## src/rtl/stft_window_mult.sv

```systemverilog
// stft_window_mult: Hann windowing stage that feeds the STFT sample delay buffer.
// Each accepted sample is multiplied by coef[idx], where idx is the sample's
// position in the current frame. The result is rounded half-up and clamped.
// The pipeline has three stages: coefficient lookup, multiply, and round/clamp.
// Every register in the pipeline is gated by en.
//
// The coefficient table is built at elaboration from the Hann formula
// round((2^coef_size-1) * 0.5 * (1 - cos(2*pi*n/frame_len))).
// Building it in the RTL means the ROM and the window formula cannot drift
// apart. coef_file is kept only so the parameter interface stays intact.
//
// Optional macro STFT_WINDOW_BYPASS_EN adds a per-sample 'bypass' input.
// A bypassed sample reaches d_out unscaled, with the same latency and frame
// markers as a windowed sample.
module stft_window_mult #(
  parameter int    word_size = 16,
  parameter int    coef_size = 16,
  parameter int    frame_len = 256,
  parameter string coef_file = "hann_256.mem"
) (
  input  logic                 clk,
  input  logic                 reset,
  input  logic                 en,
  input  logic                 in_valid,
  input  logic [word_size-1:0] d_in,
  input  logic                 restart,
  output logic [word_size-1:0] d_out,
  output logic                 d_valid,
  output logic                 frame_start,
  output logic                 frame_last
`ifdef STFT_WINDOW_BYPASS_EN
  ,
  input  logic                 bypass
`endif
);

  localparam int IDX_W  = $clog2(frame_len);
  localparam int PROD_W = word_size + coef_size + 1;
  localparam logic [IDX_W-1:0]        LAST_IDX = IDX_W'(frame_len - 1);
  localparam logic signed [PROD_W-1:0] RND     = PROD_W'(1) <<< (coef_size - 1);
  localparam logic signed [word_size:0] SAT_MAX = (word_size + 1)'((2 ** (word_size - 1)) - 1);
  localparam logic signed [word_size:0] SAT_MIN = -((word_size + 1)'(2 ** (word_size - 1)));

  // The file name is never opened; the table always comes from the formula below.
  if (coef_file == "") begin : g_coef_unnamed
  end

  // Hann coefficient computed with a Taylor series for cos.
  // The angle is first reduced to [-pi, pi] so that the series converges quickly.
  // The small bias added before truncation makes the exact x.5 points
  // (n = frame_len/4 and 3*frame_len/4) round up to 2^(coef_size-1).
  function automatic logic [coef_size-1:0] hann_coef(input int n);
    real pi_v;
    real x;
    real term;
    real c;
    real v;
    pi_v = 3.14159265358979323846;
    x    = 2.0 * pi_v * real'(n) / real'(frame_len);
    if (x > pi_v) x = x - 2.0 * pi_v;
    c    = 1.0;
    term = 1.0;
    for (int k = 1; k <= 24; k++) begin
      term = -term * x * x / real'((2 * k - 1) * (2 * k));
      c    = c + term;
    end
    v = ((2.0 ** coef_size) - 1.0) * 0.5 * (1.0 - c) + 0.5 + 1.0e-6;
    return coef_size'($rtoi(v));
  endfunction

  logic [coef_size-1:0] coef_rom [frame_len];

  for (genvar g = 0; g < frame_len; g++) begin : g_rom
    assign coef_rom[g] = hann_coef(g);
  end

  logic byp_in;
`ifdef STFT_WINDOW_BYPASS_EN
  assign byp_in = bypass;
`else
  assign byp_in = 1'b0;
`endif

  // ---------------------------------------------------------------------------
  // Frame index counter
  // ---------------------------------------------------------------------------
  logic [IDX_W-1:0] idx_q;
  logic [IDX_W-1:0] idx_d;
  logic [IDX_W-1:0] idx_cur;
  logic             accept;

  // Select the index for this cycle's sample (restart forces 0), then compute the next index.
  always_comb begin
    accept  = in_valid & en;
    idx_cur = restart ? '0 : idx_q;
    idx_d   = idx_q;
    if (en) begin
      if (accept) begin
        idx_d = idx_cur + IDX_W'(1);
      end else if (restart) begin
        idx_d = '0;
      end
    end
  end

  // Index register; the counter wraps naturally because frame_len is a power of two.
  always_ff @(posedge clk) begin
    if (reset) begin
      idx_q <= '0;
    end else begin
      idx_q <= idx_d;
    end
  end

  // ---------------------------------------------------------------------------
  // S1: capture sample, frame flags and coefficient
  // ---------------------------------------------------------------------------
  logic                 s1_valid_q;
  logic                 s1_is0_q;
  logic                 s1_islast_q;
  logic                 s1_byp_q;
  logic [word_size-1:0] s1_data_q;
  logic [coef_size-1:0] s1_coef_q;

  // Stage 1 register: register the sample and its frame flags, and read the ROM at idx_cur.
  always_ff @(posedge clk) begin
    if (reset) begin
      s1_valid_q  <= 1'b0;
      s1_is0_q    <= 1'b0;
      s1_islast_q <= 1'b0;
      s1_byp_q    <= 1'b0;
      s1_data_q   <= '0;
      s1_coef_q   <= '0;
    end else if (en) begin
      s1_valid_q  <= in_valid;
      s1_is0_q    <= in_valid & (idx_cur == '0);
      s1_islast_q <= in_valid & (idx_cur == LAST_IDX);
      if (in_valid) begin
        s1_data_q <= d_in;
        s1_coef_q <= coef_rom[idx_cur];
        s1_byp_q  <= byp_in;
      end
    end
  end

  // ---------------------------------------------------------------------------
  // S2: multiply
  // ---------------------------------------------------------------------------
  logic signed [PROD_W-1:0] prod_d;
  logic signed [PROD_W-1:0] s2_prod_q;
  logic                     s2_valid_q;
  logic                     s2_is0_q;
  logic                     s2_islast_q;

  // Compute the product. A bypassed sample is scaled by 2^coef_size, so the round/shift in S3 returns it unchanged.
  always_comb begin
    if (s1_byp_q) begin
      prod_d = PROD_W'($signed(s1_data_q)) <<< coef_size;
    end else begin
      prod_d = PROD_W'($signed(s1_data_q)) * PROD_W'($signed({1'b0, s1_coef_q}));
    end
  end

  // Stage 2 register: hold the product and pass the flags along.
  always_ff @(posedge clk) begin
    if (reset) begin
      s2_prod_q   <= '0;
      s2_valid_q  <= 1'b0;
      s2_is0_q    <= 1'b0;
      s2_islast_q <= 1'b0;
    end else if (en) begin
      s2_valid_q  <= s1_valid_q;
      s2_is0_q    <= s1_is0_q;
      s2_islast_q <= s1_islast_q;
      if (s1_valid_q) begin
        s2_prod_q <= prod_d;
      end
    end
  end

  // ---------------------------------------------------------------------------
  // S3: round half up, arithmetic shift, clamp
  // ---------------------------------------------------------------------------
  logic signed [PROD_W-1:0]  rnd_sum;
  logic signed [word_size:0] shifted;
  logic [word_size-1:0]      out_d;

  // Round half up, shift right, then clamp. A window below 1.0 never trips the clamp; it guards against a corrupted coefficient.
  always_comb begin
    rnd_sum = s2_prod_q + RND;
    shifted = (word_size + 1)'(rnd_sum >>> coef_size);
    out_d   = shifted[word_size-1:0];
    if (shifted > SAT_MAX) begin
      out_d = SAT_MAX[word_size-1:0];
    end else if (shifted < SAT_MIN) begin
      out_d = SAT_MIN[word_size-1:0];
    end
  end

  logic [word_size-1:0] d_out_q;
  logic                 d_valid_q;
  logic                 frame_start_q;
  logic                 frame_last_q;

  // Output register: d_out keeps its last value through bubbles, and the markers are qualified by valid.
  always_ff @(posedge clk) begin
    if (reset) begin
      d_out_q       <= '0;
      d_valid_q     <= 1'b0;
      frame_start_q <= 1'b0;
      frame_last_q  <= 1'b0;
    end else if (en) begin
      d_valid_q     <= s2_valid_q;
      frame_start_q <= s2_valid_q & s2_is0_q;
      frame_last_q  <= s2_valid_q & s2_islast_q;
      if (s2_valid_q) begin
        d_out_q <= out_d;
      end
    end
  end

  assign d_out       = d_out_q;
  assign d_valid     = d_valid_q;
  assign frame_start = frame_start_q;
  assign frame_last  = frame_last_q;

endmodule

```

## config.mk

```make
export PLATFORM = sky130hd
export DESIGN_NAME = stft_window_mult
export DESIGN_NICKNAME = d
export VERILOG_FILES = /design/src/rtl/stft_window_mult.sv
export SDC_FILE = /design/constraint.sdc
export NUM_CORES = 1
export LEC_CHECK = 0
export CORE_MARGIN = 2
export CORE_UTILIZATION = 57
export CTS_BUF_LIST = sky130_fd_sc_hd__clkbuf_8
export DETAILED_ROUTE_END_ITERATION = 8
export PLACE_DENSITY = 0.77
export SYNTH_ARGS = -nofsm -noshare
export SYNTH_HDL_FRONTEND = slang
export SYNTH_SLANG_ARGS = --single-unit
```

## constraint.sdc

```tcl
create_clock -name clk -period 5.45 [get_ports clk]
set_clock_uncertainty 0.1 [all_clocks]
set_input_delay 1.09 -clock clk [delete_from_list [all_inputs] [get_ports clk]]
set_output_delay 1.09 -clock clk [all_outputs]
set_load 0.02 [all_outputs]
```

==> reports/qor.tcl, run 1 <==
set qor(status) {did not finish}
set qor(lastStage) {global routing (5_1_grt)}
set qor(firstError) {[ERROR GRT-0232] Routing congestion too high. Check the congestion heatmap in the GUI.}
set qor(type_of_pin_the_worst_path_ends_at) {sequential cell input}
set qor(timing.grt.repair.worst_endpoint) {s2_prod_q[22]$_SDFFE_PP0P_/D}
set qor(place.detailed.instances) 2691
set qor(ys.warnings.count) 0
set qor(dieWidth_um) 176
set qor(synth.yosys.seq_area_share_pct) 9.87
set qor(clockBufferDepth) 2
set qor(gp_routability_congestion) 1.09
set qor(synthDistinctLibCells) 83
set qor(postSynthAreaPerCell_um2) 7.41
set qor(num_io_pins) 40
set qor(ctsHoldBuffers) 0
set qor(total_grt_overflow) 2
set qor(post_synthesis_cell_type_with_the_largest_combined_area) {fa_1}
set qor(die_h_um) 176
set qor(hpwl_mm) 57.4
set qor(clock_sinks) 83
set qor(synth_nets) 2624
set qor(fp-row-count) 62
set qor(postSynthRegisterBits) 83
set qor(synth_area_um2) 16800
set qor(synthDominantCellAreaShare_pct) 23.0
set qor(placement.setup.worst_slack_ns) -0.490
set qor(share_of_synthesized_flip_flops_with_an_asynchronous_set_or_reset_pct) 0
set qor(postSynth.topFlopCell) {dfxtp_1}
set qor(initial_core_util_pct) 58.3
set qor(groute.usage.overall_pct) 66.1
set qor(cts_root_buf) {clkbuf_8}
set qor(synth_edf_count) 0
set qor(port-buffer-count) 39
set qor(grt_start_max_net_pins) 109
set qor(synth.area.top_cells) {fa_1 23%, ha_1 10%, dfxtp_1 9.9%}
set qor(htree_num_levels) 3
set qor(synthesis.instances) 2271
set qor(cts_buffer_count) 9
-- kinds of logic after synthesis --
kind of cell / count (synthesis) / synth area share, %
AND/OR/NAND/NOR: 771 / 21.4
AO/OA/AOI/OAI: 605 / 22.6
buffers and inverters: 427 / 9.76
adder cells (fa/ha/maj): 347 / 34.3
flip-flops: 83 / 9.87
XOR/XNOR: 32 / 1.71
multiplexers: 6 / 0.357
-- stage by stage --
| step | area, um2 | utilization, % | hold WS (ns) | TNS (ns) |
|---|---|---|---|---|
| after floorplan | 17100 | - | 0.352 | -0.264 |
| after global placement | 18400 | 63.9 | 0.366 | -3.22 |
| after detailed placement | 18400 | 63.9 | 0.398 | -6.06 |
| after CTS | 19000 | 66.0 | 0.419 | -4.52 |
-- layer usage --
metal,global-route usage (%),overflow
met2,79.8,1
met5,28.2,0
met4,51.1,1
met1,71.4,0
met3,54.4,0
-- synth_stat cells (21+ instances only) --
library cell  number
o21ai_1           29
o21ai_0          127
nand2_1          320
a21oi_1          185
nor2_1           154
dfxtp_1           83
a31oi_1           36
and2_1           127
nor3_1            21
clkbuf_1         128
inv_1            247
fa_1             193
buf_2             29
nand3_1           50
ha_1             139
o211ai_1          29
-- timing repair --
action | in CTS
gates resized for setup | 77
endpoints found under the setup margin | 18
buffers inserted | 12
endpoints found under the hold margin | 0
pin swaps | 42
==> run 2, diff against run 1 <==
Settings changed: CORE_UTILIZATION 57 to 40, CTS_BUF_LIST sky130_fd_sc_hd__clkbuf_8 to not set, PLACE_DENSITY 0.77 to not set, PLACE_DENSITY_LB_ADDON set to 0.15.
Clock period 5.45 ns to 7.1 ns, I/O delays scaled along.
==> run 2 against run 1 <==
Net effect:
- the run now ends clean
- synthesized cell count unchanged
- synthesized area stayed put
==> reports/qor.tcl, run 2 <==
set qor(final_core_utilization_pct) 43.2
set qor(cts_root_buf) {clkbuf_16}
set qor(ys_top_cells_by_count) {320 x nand2_1, 247 x inv_1, 193 x fa_1, 185 x a21oi_1, 154 x nor2_1}
set qor(synth_nets) 2624 ;# unchanged
set qor(hold_path.startpoint) {s2_valid_q$_SDFFE_PP0P_}
set qor(share_seq_of_total_power_pct) 37.7
set qor(end_kind) {flop}
set qor(synthesis.instances) 2271 ;# unchanged
set qor(tns_ns) 0
set qor(synth.area.top_cells) {fa_1 23%, ha_1 10%, dfxtp_1 9.9%}
set qor(internal_power_w) 0.000883
set qor(post_cts_resize_count) 0 ;# -100%
set qor(initial_antenna_violation_count) 2
set qor(timing.reg2reg.setup_slack_ns) 0.53
set qor(crit_family) {adder cells}
set qor(htree_num_levels) 3 ;# unchanged
set qor(largest-register) {s2_prod_q}
set qor(synth_edf_count) 0 ;# unchanged
set qor(cts_tree) {built}
set qor(synth_area_um2) 16800 ;# unchanged
set qor(dr.first_iter.drc_count) 2178
set qor(layout.cells.most_common) {nand2_1}
set qor(setup_viol) 0
set qor(grt_start_max_net_pins) 59
set qor(clock_network_power_share_pct) 36.6
set qor(mostFrequentLayoutCells) {319 x nand2_1, 247 x inv_1, 193 x fa_1}
set qor(status) {finished clean}
set qor(cp.buffers_inverters) 2
set qor(cpPeakStageDelay_ns) 0.80
set qor(whs_path_depth) 2
set qor(cp_max_fo) 17
set qor(post_synthesis_cell_type_with_the_largest_combined_area) {fa_1}
set qor(power.switching_w) 0.000508
set qor(wl_per_cell_um) 26.2
set qor(groute.usage.overall_pct) 33.6
set qor(clock_sinks) 83 ;# unchanged
set qor(path_cells) {and2_1 -> fa_1 -> inv_1 -> fa_1 -> fa_1 -> fa_1 -> inv_1 -> fa_1 -> fa_1 -> ha_1 -> nand3_1 -> or2_0 -> o32a_1 -> a21oi_2 -> o211ai_2 -> and2_4 -> o31a_1 -> a31o_1}
set qor(postSynth.topFlopCell) {dfxtp_1}
set qor(postLayoutSetupSlackWorst_ns) 0.527
set qor(dieWidth_um) 209 ;# +19%
set qor(core-area_um2) 41800
set qor(timing.critical_path.from_type) {flop}
set qor(crit-reg2reg-launch) {s1_coef_q[6]$_SDFFE_PP0P_}
set qor(unrepaired_setup_endpoints_after_global_routing) {no}
set qor(endpoint_worst_hold) {s2_valid_q$_SDFFE_PP0P_}
set qor(stdcell_count) 2763
set qor(worstRegToRegCells) 18
set qor(placement.setup.worst_slack_ns) 0.521 ;# +1.01 ns
set qor(worst-path-stages) 18
set qor(max_freq_mhz) 152
set qor(power.switching_fraction_pct) 36.5
set qor(detail-route-antenna-nets) 0
set qor(timing_worst_setup_path_type) {flop to flop}
set qor(clock_latency_ns) 0.37
set qor(max-slew-margin-rel_pct) 10.9
set qor(synthDistinctLibCells) 83 ;# unchanged
set qor(synth.yosys.seq_area_share_pct) 9.87 ;# unchanged
set qor(clockBufferDepth) 2 ;# unchanged
set qor(period_share_pct) 92.6
set qor(die_h_um) 209 ;# +19%
set qor(ys.warnings.count) 0 ;# unchanged
set qor(irDropWorstVdd_mv) 0.105
set qor(nets) 2568
set qor(worst_ep_required_time_ns) 7.26
set qor(number_of_global_route_vias_before_repair) 17454
set qor(final_layout_size_suffix_gt1_share_pct) 5.45
set qor(num_io_pins) 40 ;# unchanged
set qor(postCtsSetupRepairBufs) 0 ;# -12
set qor(postSynthAreaPerCell_um2) 7.41 ;# unchanged
set qor(met3_global_route_usage_pct) 10.7
set qor(drcViolationCount) 0
set qor(cts_buffer_count) 9 ;# unchanged
set qor(holdCritPathClass) {flop to flop}
set qor(yosysMostFrequentCell) {nand2_1}
set qor(ctsHoldBuffers) 0 ;# unchanged
set qor(share_of_synthesized_flip_flops_with_an_asynchronous_set_or_reset_pct) 0 ;# unchanged
set qor(p_comb_share_pct) 25.8
set qor(first_pass_grt_wire_length_mm) 111
set qor(postSynthRegisterBits) 83 ;# unchanged
set qor(largest_reg_flops) 18
set qor(globalRoute.busiestLayer) {met2}
set qor(power.static_leakage_nw) 7.93
set qor(worstMarginPinSlew_ns) 1.33
set qor(fp-row-count) 75 ;# +21%
set qor(post-route-min-period_ns) 6.57
set qor(number_of_max_cap_violations) 0
set qor(gp_routability_congestion) 1.04 ;# -4.5%
set qor(place.detailed.instances) 2743 ;# +1.9%
set qor(port-buffer-count) 39 ;# unchanged
set qor(crit_path_top_delay_cell) {dfxtp_1}
set qor(drt_first_pass_iters) 6
set qor(hold_viol) 0
set qor(total_grt_overflow) 0
set qor(initial_core_util_pct) 40.3 ;# -18 points
set qor(detail_route.vias_per_cell) 6.29
set qor(path_common_cell) {fa_1}
set qor(hpwl_mm) 53.6 ;# -6.5%
set qor(power_density_nw_per_um2) 77.1
set qor(drt-total-wl_mm) 72.5
set qor(overall_die_area_um2) 43700
set qor(groute.layer.met1.usage_pct) 47.0
set qor(syn_to_final_growth_pct) 7.20
set qor(via_count) 17369
set qor(cts.reportedPaths.clkPinSlew_ns) 0.07
set qor(max_slew_violation_count) 0
set qor(arrival_ns) 6.74
set qor(synthDominantCellAreaShare_pct) 23.0 ;# unchanged
set qor(met2_demand_to_capacity_share_in_global_routing_pct) 48.2
set qor(timing.rr.end) {s2_prod_q[28]$_SDFFE_PP0P_}
[run 2: cell counts after synthesis]
No cell type changed its count.
[run 2: worst max path at each step]
| stage | endpoint | start |
|---|---|---|
| after floorplan | s2_prod_q[28]$_SDFFE_PP0P_ | s1_data_q[1]$_SDFFE_PP0P_ |
| after global placement | s2_prod_q[28]$_SDFFE_PP0P_ | s1_coef_q[6]$_SDFFE_PP0P_ |
| after detailed placement | s2_prod_q[28]$_SDFFE_PP0P_ | s1_coef_q[6]$_SDFFE_PP0P_ |
| after CTS | s2_prod_q[28]$_SDFFE_PP0P_ | s1_coef_q[6]$_SDFFE_PP0P_ |
| after global routing | s2_prod_q[32]$_SDFFE_PP0P_ | s1_data_q[4]$_SDFFE_PP0P_ |
| final | s2_prod_q[28]$_SDFFE_PP0P_ | s1_coef_q[6]$_SDFFE_PP0P_ |
[run 2: power groups by stage]
stage / logic, W / registers, W / clock network, W
2_1_floorplan: 0.000240 / 0.000504 / 0
3_3_place_gp: 0.000351 / 0.000532 / 0
3_5_place_dp: 0.000350 / 0.000534 / 0
4_1_cts: 0.000354 / 0.000523 / 0.000523
5_1_grt: 0.000398 / 0.000527 / 0.000539
6_report: 0.000358 / 0.000524 / 0.000508
[run 2: cell families (layout without fill, tap and decap cells)]
family | count (synthesis) | count (layout) | synth area share (%)
compound gates | 605 | 605 | 22.6
xor+xnor | 32 | 32 | 1.71
fa+ha+maj | 347 | 347 | 34.3
buf+inv | 427 | 376 | 9.76
flops | 83 | 83 | 9.87
mux | 6 | 6 | 0.357
other cells | 0 | 4 | 0
simple gates | 771 | 771 | 21.4
[run 2: worst register-to-register path: cells and delay by family (launching register included)]
kind,cells,cell delay [ns]
and+or+nand+nor,4,0.87
DFF,1,0.80
adders and majority gates,7,3.15
AOI/OAI and AO/OA,5,1.41
buffers and inverters,2,0.14
[run 2: cell type report]
class | instances | area (um2)
inverters | 254 | 953
fillers | 4388 | 23700
flip-flops and latches | 83 | 1670
multi-input cells | 1761 | 13500
clock buffers | 11 | 264
clock inverters | 5 | 46.3
diodes | 4 | 10.0
repair buffers | 106 | 883
well taps | 539 | 674
[run 2: per-stage QoR]
| stage | total power [W] | hold slack (ns) | area [um2] |
|---|---|---|---|
| 2_1_floorplan | 0.000744 | 0.352 | 16800 |
| 3_3_place_gp | 0.000884 | 0.366 | 17700 |
| 3_5_place_dp | 0.000884 | 0.381 | 17700 |
| 4_1_cts | 0.00140 | 0.398 | 18000 |
| 5_1_grt | 0.00146 | 0.431 | 18000 |
| 6_report | 0.00139 | 0.392 | 18000 |
[run 2: layer usage]
metal | wire [um] | vias to the layer above
met5 | 13 | -
met4 | 3100 | 2
met3 | 8280 | 222
met2 | 29600 | 1020
met1 | 31500 | 8543
li1 | - | 7582
(Power assumes the default switching activity.)
==> run 3, diff against run 2 <==
Settings changed: SETUP_SLACK_MARGIN set to 0.02.
==> results of run 3 <==
Final layout, timing and power as in run 2 (identical DEF).
==> run 4, diff against run 3 <==
Settings changed: HOLD_SLACK_MARGIN set to 0.12.
==> results of run 4 <==
Final layout, timing and power as in run 2 (identical DEF).
